**config.mk**
```make
export PLATFORM = sky130hd
export DESIGN_NAME = mem_stage_flat
export DESIGN_NICKNAME = d
export VERILOG_FILES = /design/src/rtl/mem_stage_if.sv /design/src/rtl/mem_stage.sv /design/src/flat_wrapper.sv
export SDC_FILE = /design/constraint.sdc
export NUM_CORES = 1
export LEC_CHECK = 0
export ABC_AREA = 1
export CORE_MARGIN = 10
export CORE_UTILIZATION = 32
export CTS_CLUSTER_SIZE = 16
export DETAILED_ROUTE_END_ITERATION = 12
export HOLD_SLACK_MARGIN = 0.05
export PLACE_DENSITY = 0.61
export SKIP_CTS_REPAIR_TIMING = 1
export SLEW_MARGIN = 5
export SYNTH_ARGS = -nofsm -noshare
export SYNTH_HDL_FRONTEND = slang
export SYNTH_SLANG_ARGS = --single-unit
```
**constraint.sdc**
```tcl
create_clock -name clk -period 3.9 [get_ports clk]
set_clock_uncertainty 0.1 [all_clocks]
set_input_delay 0.39 -clock clk [delete_from_list [all_inputs] [get_ports clk]]
set_output_delay 0.39 -clock clk [all_outputs]
set_load 0.02 [all_outputs]
```
**src/rtl/mem_stage_if.sv**
```systemverilog
// Data-memory request/response bus between the MEM stage (master) and the memory (slave).
interface mem_stage_if;
    logic        dmem_req;
    logic        dmem_we;
    logic [31:0] dmem_addr;
    logic [3:0]  dmem_be;
    logic [31:0] dmem_wdata;
    logic        dmem_gnt;
    logic        dmem_rvalid;
    logic [31:0] dmem_rdata;

    modport master (
        output dmem_req, dmem_we, dmem_addr, dmem_be, dmem_wdata,
        input  dmem_gnt, dmem_rvalid, dmem_rdata
    );

    modport slave (
        input  dmem_req, dmem_we, dmem_addr, dmem_be, dmem_wdata,
        output dmem_gnt, dmem_rvalid, dmem_rdata
    );
endinterface

```
**src/rtl/mem_stage.sv**
```systemverilog
// Pipeline MEM stage: issues byte/half/word loads and stores over a req/gnt/rvalid bus,
// stalls upstream while an access is outstanding, and formats load data for writeback.
module mem_stage (
    input  logic        clk,
    input  logic        rst,
    input  logic [31:0] EX_MEM_alu_res,
    input  logic [31:0] EX_MEM_mem_din,
    input  logic [4:0]  EX_MEM_mem_ctrl,
    input  logic        EX_MEM_vld,
    mem_stage_if.master dmem,
    output logic [31:0] MEM_data,
    output logic        MEM_vld,
    output logic        MEM_stall,
    output logic        MEM_misaligned
);
    typedef enum logic [1:0] {IDLE, REQ, WAIT, DONE} state_t;

    state_t      r_state, w_next;
    logic [29:0] r_addr;
    logic [3:0]  r_be;
    logic [31:0] r_wdata;
    logic        r_we;
    logic [2:0]  r_f3;
    logic [1:0]  r_lo;
    logic [31:0] r_data;

    logic        w_load, w_store, w_memop, w_conflict, w_misal;
    logic        w_is_b, w_is_h, w_accept, w_capture;
    logic [2:0]  w_f3;
    logic [1:0]  w_lo;
    logic [3:0]  w_be;
    logic [31:0] w_wdata;
    logic [7:0]  w_byte;
    logic [15:0] w_half;
    logic [31:0] w_ld;

    assign w_load     = EX_MEM_mem_ctrl[4];
    assign w_store    = EX_MEM_mem_ctrl[3];
    assign w_memop    = EX_MEM_vld & (w_load ^ w_store);
    assign w_conflict = EX_MEM_vld & w_load & w_store;
    assign w_lo       = EX_MEM_alu_res[1:0];

    // Unlisted funct3 encodings collapse to W so all downstream decode sees only legal sizes.
    always_comb begin
        case (EX_MEM_mem_ctrl[2:0])
            3'b000, 3'b001, 3'b010, 3'b100, 3'b101: w_f3 = EX_MEM_mem_ctrl[2:0];
            default:                                w_f3 = 3'b010;
        endcase
    end

    assign w_is_b  = (w_f3[1:0] == 2'b00);
    assign w_is_h  = (w_f3[1:0] == 2'b01);
    assign w_misal = w_memop & ((w_is_h & w_lo[0]) | (~w_is_b & ~w_is_h & (w_lo != 2'b00)));

    always_comb begin
        if (w_is_b) begin
            w_be    = 4'b0001 << w_lo;
            w_wdata = {4{EX_MEM_mem_din[7:0]}};
        end else if (w_is_h) begin
            w_be    = w_lo[1] ? 4'b1100 : 4'b0011;
            w_wdata = {2{EX_MEM_mem_din[15:0]}};
        end else begin
            w_be    = 4'b1111;
            w_wdata = EX_MEM_mem_din;
        end
    end

    always_comb begin
        case (r_lo)
            2'd0:    w_byte = dmem.dmem_rdata[7:0];
            2'd1:    w_byte = dmem.dmem_rdata[15:8];
            2'd2:    w_byte = dmem.dmem_rdata[23:16];
            default: w_byte = dmem.dmem_rdata[31:24];
        endcase
        w_half = r_lo[1] ? dmem.dmem_rdata[31:16] : dmem.dmem_rdata[15:0];
        case (r_f3)
            3'b000:  w_ld = {{24{w_byte[7]}}, w_byte};
            3'b100:  w_ld = {24'd0, w_byte};
            3'b001:  w_ld = {{16{w_half[15]}}, w_half};
            3'b101:  w_ld = {16'd0, w_half};
            default: w_ld = dmem.dmem_rdata;
        endcase
    end

    always_comb begin
        w_next         = r_state;
        w_accept       = 1'b0;
        w_capture      = 1'b0;
        MEM_data       = EX_MEM_alu_res;
        MEM_vld        = 1'b0;
        MEM_stall      = 1'b0;
        MEM_misaligned = 1'b0;
        case (r_state)
            IDLE: begin
                if (w_misal) begin
                    MEM_misaligned = rst;
                end else if (w_memop) begin
                    MEM_stall = 1'b1;
                    w_accept  = 1'b1;
                    w_next    = REQ;
                end else if (!w_conflict) begin
                    MEM_vld = EX_MEM_vld;
                end
            end
            REQ: begin
                MEM_stall = 1'b1;
                if (dmem.dmem_gnt) w_next = r_we ? DONE : WAIT;
            end
            WAIT: begin
                MEM_stall = 1'b1;
                if (dmem.dmem_rvalid) begin
                    w_capture = 1'b1;
                    w_next    = DONE;
                end
            end
            DONE: begin
                MEM_vld  = 1'b1;
                MEM_data = r_we ? EX_MEM_alu_res : r_data;
                w_next   = IDLE;
            end
            default: w_next = IDLE;
        endcase
    end

    always_ff @(posedge clk or negedge rst) begin
        if (!rst) begin
            r_state <= IDLE;
            r_addr  <= '0;
            r_be    <= '0;
            r_wdata <= '0;
            r_we    <= 1'b0;
            r_f3    <= '0;
            r_lo    <= '0;
            r_data  <= '0;
        end else begin
            r_state <= w_next;
            if (w_accept) begin
                r_addr  <= EX_MEM_alu_res[31:2];
                r_be    <= w_be;
                r_wdata <= w_wdata;
                r_we    <= w_store;
                r_f3    <= w_f3;
                r_lo    <= w_lo;
            end
            if (w_capture) r_data <= w_ld;
        end
    end

    assign dmem.dmem_req   = (r_state == REQ);
    assign dmem.dmem_we    = r_we;
    assign dmem.dmem_addr  = {r_addr, 2'b00};
    assign dmem.dmem_be    = r_be;
    assign dmem.dmem_wdata = r_wdata;
endmodule

```
**src/flat_wrapper.sv**
```systemverilog
// flat-port wrapper written by rule: the top's interface ports become plain ports
module mem_stage_flat 
  (clk, rst, EX_MEM_alu_res, EX_MEM_mem_din, EX_MEM_mem_ctrl, EX_MEM_vld, MEM_data, MEM_vld, MEM_stall, MEM_misaligned, dmem_dmem_req, dmem_dmem_we, dmem_dmem_addr, dmem_dmem_be, dmem_dmem_wdata, dmem_dmem_gnt, dmem_dmem_rvalid, dmem_dmem_rdata);
  mem_stage_if dmem_i ();
  input  logic clk;
  input  logic rst;
  input  logic [31:0] EX_MEM_alu_res;
  input  logic [31:0] EX_MEM_mem_din;
  input  logic [4:0] EX_MEM_mem_ctrl;
  input  logic EX_MEM_vld;
  output logic [31:0] MEM_data;
  output logic MEM_vld;
  output logic MEM_stall;
  output logic MEM_misaligned;
  output wire logic [$bits(dmem_i.dmem_req)-1:0] dmem_dmem_req;
  output wire logic [$bits(dmem_i.dmem_we)-1:0] dmem_dmem_we;
  output wire logic [$bits(dmem_i.dmem_addr)-1:0] dmem_dmem_addr;
  output wire logic [$bits(dmem_i.dmem_be)-1:0] dmem_dmem_be;
  output wire logic [$bits(dmem_i.dmem_wdata)-1:0] dmem_dmem_wdata;
  input wire logic [$bits(dmem_i.dmem_gnt)-1:0] dmem_dmem_gnt;
  input wire logic [$bits(dmem_i.dmem_rvalid)-1:0] dmem_dmem_rvalid;
  input wire logic [$bits(dmem_i.dmem_rdata)-1:0] dmem_dmem_rdata;
  assign dmem_dmem_req = dmem_i.dmem_req;
  assign dmem_dmem_we = dmem_i.dmem_we;
  assign dmem_dmem_addr = dmem_i.dmem_addr;
  assign dmem_dmem_be = dmem_i.dmem_be;
  assign dmem_dmem_wdata = dmem_i.dmem_wdata;
  assign dmem_i.dmem_gnt = dmem_dmem_gnt;
  assign dmem_i.dmem_rvalid = dmem_dmem_rvalid;
  assign dmem_i.dmem_rdata = dmem_dmem_rdata;
  mem_stage u_core (.clk(clk), .rst(rst), .EX_MEM_alu_res(EX_MEM_alu_res), .EX_MEM_mem_din(EX_MEM_mem_din), .EX_MEM_mem_ctrl(EX_MEM_mem_ctrl), .EX_MEM_vld(EX_MEM_vld), .dmem(dmem_i), .MEM_data(MEM_data), .MEM_vld(MEM_vld), .MEM_stall(MEM_stall), .MEM_misaligned(MEM_misaligned));
endmodule
```
Word-level counts from Yosys, hierarchy flattened --
Index checks and enable logic that the tools add are counted.
Cells by class: add/subtract/negate cells 0, $mul 0, divide/modulo/power cells 0, $lt $le $gt $ge 0, equality and inequality tests 17, shifts and indexed selects 1, multiplexer cells 29, bitwise operators 11, reductions and logical operators 9
Operators with widths (count):
- $mux 32 | 4
- $pmux 32 s4 | 1
- $pmux 8 s3 | 1
- $mux 16 | 1
- $eq 3x3->1 const B | 4
- $mux 4 | 3
- $mux 1 | 11
- $mux 2 | 4
- $pmux 2 s4 | 1
- $and 1x1->1 | 7
- $eq 2x1->1 const B | 3
- $eq 2x2->1 const B | 3
- $eq 3x1->1 const B | 2
- $logic_not 2->1 | 3
- $logic_not 3->1 | 2
- $reduce_or 5->1 | 1
- $ne 2x1->1 const B | 2
- $ne 2x2->1 const B | 2
- $pmux 1 s2 | 2
- $reduce_and 4->1 | 1
- $shl 1x2->4 const A | 1
- $eq 3x2->1 const B | 1
- $mux 3 | 1
- $not 1->1 | 2
- 4 further kinds | 4
Word-level totals: register bits after elaboration 106, bits in latches 0, memory bits (writable) 0, ROM bits 0, input bits 106, output and inout bits 105, word-level logic and storage cells 75, memories kept 0

Logic depth before layout (Yosys ltp) --
word-level depth 11, gate-level depth with buffers 10, depth with buffers taken out 9

Worst setup path after synthesis --
OpenSTA, ideal clock, no wires.
path kind flip-flop to output port, from reg u_core.r_state[0], to out MEM_misaligned, data arrival time 1562 ps, required time 3410 ps, setup slack 1848 ps, cell stages (with the launch flop) 5, path through dfrtp_1 inv_1 ha_1 nand2_1 nor4_1
On the way: word-level cells in the longest chain between the ends 2
RTL lines:
- from (decl) | RTL line mem_stage.sv:18 | state_t r_state, w_next;
- from (signal assigned) | RTL line mem_stage.sv:136 | r_state <= w_next;
- $logic_not 2->1 | RTL line mem_stage.sv:93 | case (r_state)
- $mux 1 | RTL line mem_stage.sv:93
- to (decl) | RTL line flat_wrapper.sv:14 | output logic MEM_misaligned;
Every way passes these cells.

Final worst setup path --
from reg u_core.r_state[0], to out MEM_data[17]
On the way: word-level cells in the longest chain between the ends 2
RTL lines:
- $eq 2x2->1 | RTL line mem_stage.sv:93
- $mux 32 | RTL line mem_stage.sv:93
- to (decl) | RTL line flat_wrapper.sv:11 | output logic [31:0] MEM_data;
Every way passes these cells.

==> flow_metrics.tcl <==
set metrics [dict create \
    clockBufferDepth 2 \
    root_buffer "clkbuf_16" \
    worstHoldPathType "in2async" \
    htree_levels 3 \
    p_per_area_nw_per_um2 766 \
    grt_start_max_net_pins 70 \
    worst_pin_slew_ps 912 \
    syn-instance-count 733 \
    core_um2 17100 \
    critPathSlowestCell "clkdlybuf4s50_1" \
    cp.arrival_ps 2620 \
    setup_violations 0 \
    synth-edff-count 0 \
    final_cells 1150 \
    path_buf_inv 2 \
    fin_crit_ps 3110 \
    critical-path-top-delay-family "buffers and inverters" \
    synthFlopType "dfrtp_1" \
    dp_hpwl_mm 14.6 \
    grt_overflow 0 \
    async_flop_share_pct 100 \
    vdd_ir_drop_max_mv 0.320 \
    wire_per_inst_um 16.7 \
    drtPass1Iterations 5 \
    die_h_um 152 \
    dieArea_um2 23000 \
    finalSetupTns_ps 0 \
    cts_buffers 9 \
    slowest_delay_ps 640 \
    status "finished, final reports clean" \
    drc 0 \
    cts_sinks 106 \
    maxCapViolCount 0 \
    clock_latency_ps 350 \
    dpl.cell_count 1133 \
    synth.distinct_cells 30 \
    cp.required_ps 3410 \
    nets 1031 \
    cts_tree "done" \
    clkTransAtPathRegs_ps 70 \
    slew_viol_final 0 \
    netlist_area_um2 5540 \
    cp-end-kind "output port" \
    hold_viol 0 \
    critPathMaxFanout 35 \
    crit_chain "ha_1 > nand2_2 > buf_12 > nor2_1 > a21oi_1 > clkdlybuf4s50_1" \
    antenna_found_initial 0 \
    grt_usage_pct 16.5 \
    leakagePower_nw 3.86 \
    drive_above_1_share_pct 5.52 \
    slew_headroom_pct 39.2 \
    drt_iter0_drc 298 \
    grt_pass1_wl_mm 30.0 \
    area_growth_syn_to_layout_pct 45.5 \
    start_util_pct 32.4 \
    synth_area_leaders "dfrtp_1, nand2_1, a21oi_1" \
    synth_area_leader_cell "dfrtp_1" \
    die_x_um 152 \
    antenna_left 0 \
    worstSetupStartpointType "flip-flop" \
    ys_seq_elements 106 \
    pin_count 211 \
    std_cell_rows 48 \
    grt_pass1_vias 5390 \
    viasPerCell 4.62 \
    yosysSeqAreaShare_pct 47.9 \
    synthDominantCellAreaShare_pct 47.9 \
    path_class "reg2out" \
    place.gp.congestion 0.897 \
    max_freq_mhz 322 \
    port_buffers 208 \
    finalCritPeriodShare_pct 79.6 \
    yosysWarnings 0 \
    rsz0062_at_grt "no" \
    avgSynthCellArea_um2 7.56 \
    vias 5318 \
    wl_mm 19.3 \
]
-- worst reg2reg max path: cells and delay by family (launching register included) --
family / cells / cell delay (ps)
buffers and inverters: 3 / 1050
DFF: 1 / 440
AOI/OAI and AO/OA: 2 / 270
and+or+nand+nor: 2 / 250
adders and majority gates: 1 / 170
-- layer usage --
metal	part of all wire (%)	GRT usage, %
met5	0	0
met4	2.0	5.82
met3	7.0	3.86
met2	47	26.0
met1	44	21.8
-- per-stage QoR --
step	cell area (um2)	power (mW)	setup WS (ps)	utilization (%)	hold WS (ps)
6_report	8060	6.18	794	47.1	63.2
5_1_grt	8060	6.65	599	47.1	104
4_1_cts	8060	6.25	761	47.1	75.8
3_5_place_dp	7720	5.18	916	45.1	365
3_3_place_gp	7720	5.16	983	45.1	362
2_1_floorplan	5540	3.76	1850	-	-5.59
-- area by class of cell --
class / count / area (um2)
Clock buffer: 12 / 267
Inverter: 63 / 238
Fill cell: 1742 / 9050
Sequential cell: 106 / 2650
Timing Repair Buffer: 216 / 2150
Clock inverter: 4 / 72.6
Antenna cell: 1 / 2.50
Multi-Input combinational cell: 523 / 2400
Tap cell: 225 / 282
-- where the power goes --
part           total [mW]  switching, mW  internal, mW
clock                1.04          0.420         0.615
sequential           1.96          0.342          1.62
combinational        3.18           1.81          1.36
-- layout by cell type (no fill, tap or decap), drive strengths merged --
cell             n
a21oi           82
clkdlybuf4s50  207
nand4            1
clkinvlp         1
nand2          250
nand3           27
dfrtp          106
a31oi            4
bufinv           2
nor4             1
o22ai            2
conb             2
inv             61
clkbuf          12
clkinv           3
nor2            75
o211ai           8
o21ai           65
ha               6
diode            1
buf              9
-- state kept, by name, indices dropped and copies added (netlist names) --
register                cells
u_core.r_data              32
u_core.dmem.dmem_wdata     32
u_core.dmem.dmem_be         4
u_core.r_state              2
u_core.dmem.dmem_we         1
u_core.r_addr              30
u_core.r_f3                 3
u_core.r_lo                 2
-- logic make-up after synthesis --
group | Yosys count | share of synthesized area [%]
other | 1 | 0.0677
and+or+nand+nor | 354 | 25.7
buffers and inverters | 105 | 8.97
DFF | 106 | 47.9
AOI/OAI and AO/OA | 161 | 16.0
adders and majority gates | 6 | 1.36
-- worst paths after layout --
kind                                                     endpoint  slack (ps)  cells after the start                                   start
setup / recovery                                     MEM_data[17]         790                      6           u_core.r_state[0]$_DFFE_PN0P_
hold / removal             u_core.dmem.dmem_wdata[24]$_DFFE_PN0P_          60                      2                                     rst
setup reg to reg                     u_core.r_data[7]$_DFFE_PN0P_        1500                      8           u_core.r_state[0]$_DFFE_PN0P_
hold reg to reg            u_core.dmem.dmem_wdata[15]$_DFFE_PN0P_         380                      2  u_core.dmem.dmem_wdata[15]$_DFFE_PN0P_
max in group asynchronous            u_core.r_addr[1]$_DFFE_PN0P_        2310                      3                                     rst
min in group clk           u_core.dmem.dmem_wdata[15]$_DFFE_PN0P_         380                      2  u_core.dmem.dmem_wdata[15]$_DFFE_PN0P_
-- synthesized netlist by cell type, types with 2 or more instances --
cell,n
o21ai_0,23
nand2_1,246
buf_4,5
buf_6,10
dfrtp_1,106
inv_1,59
o211ai_1,8
o21ai_1,39
nand3_1,25
buf_2,6
ha_1,6
a21oi_2,11
a31oi_1,4
o22ai_1,2
nor2_1,73
a21oi_1,71
clkbuf_1,20
o21ai_2,3
nor2_4,2
nand2_4,3
inv_2,2
Note: power is estimated with default switching activity, not from simulation.
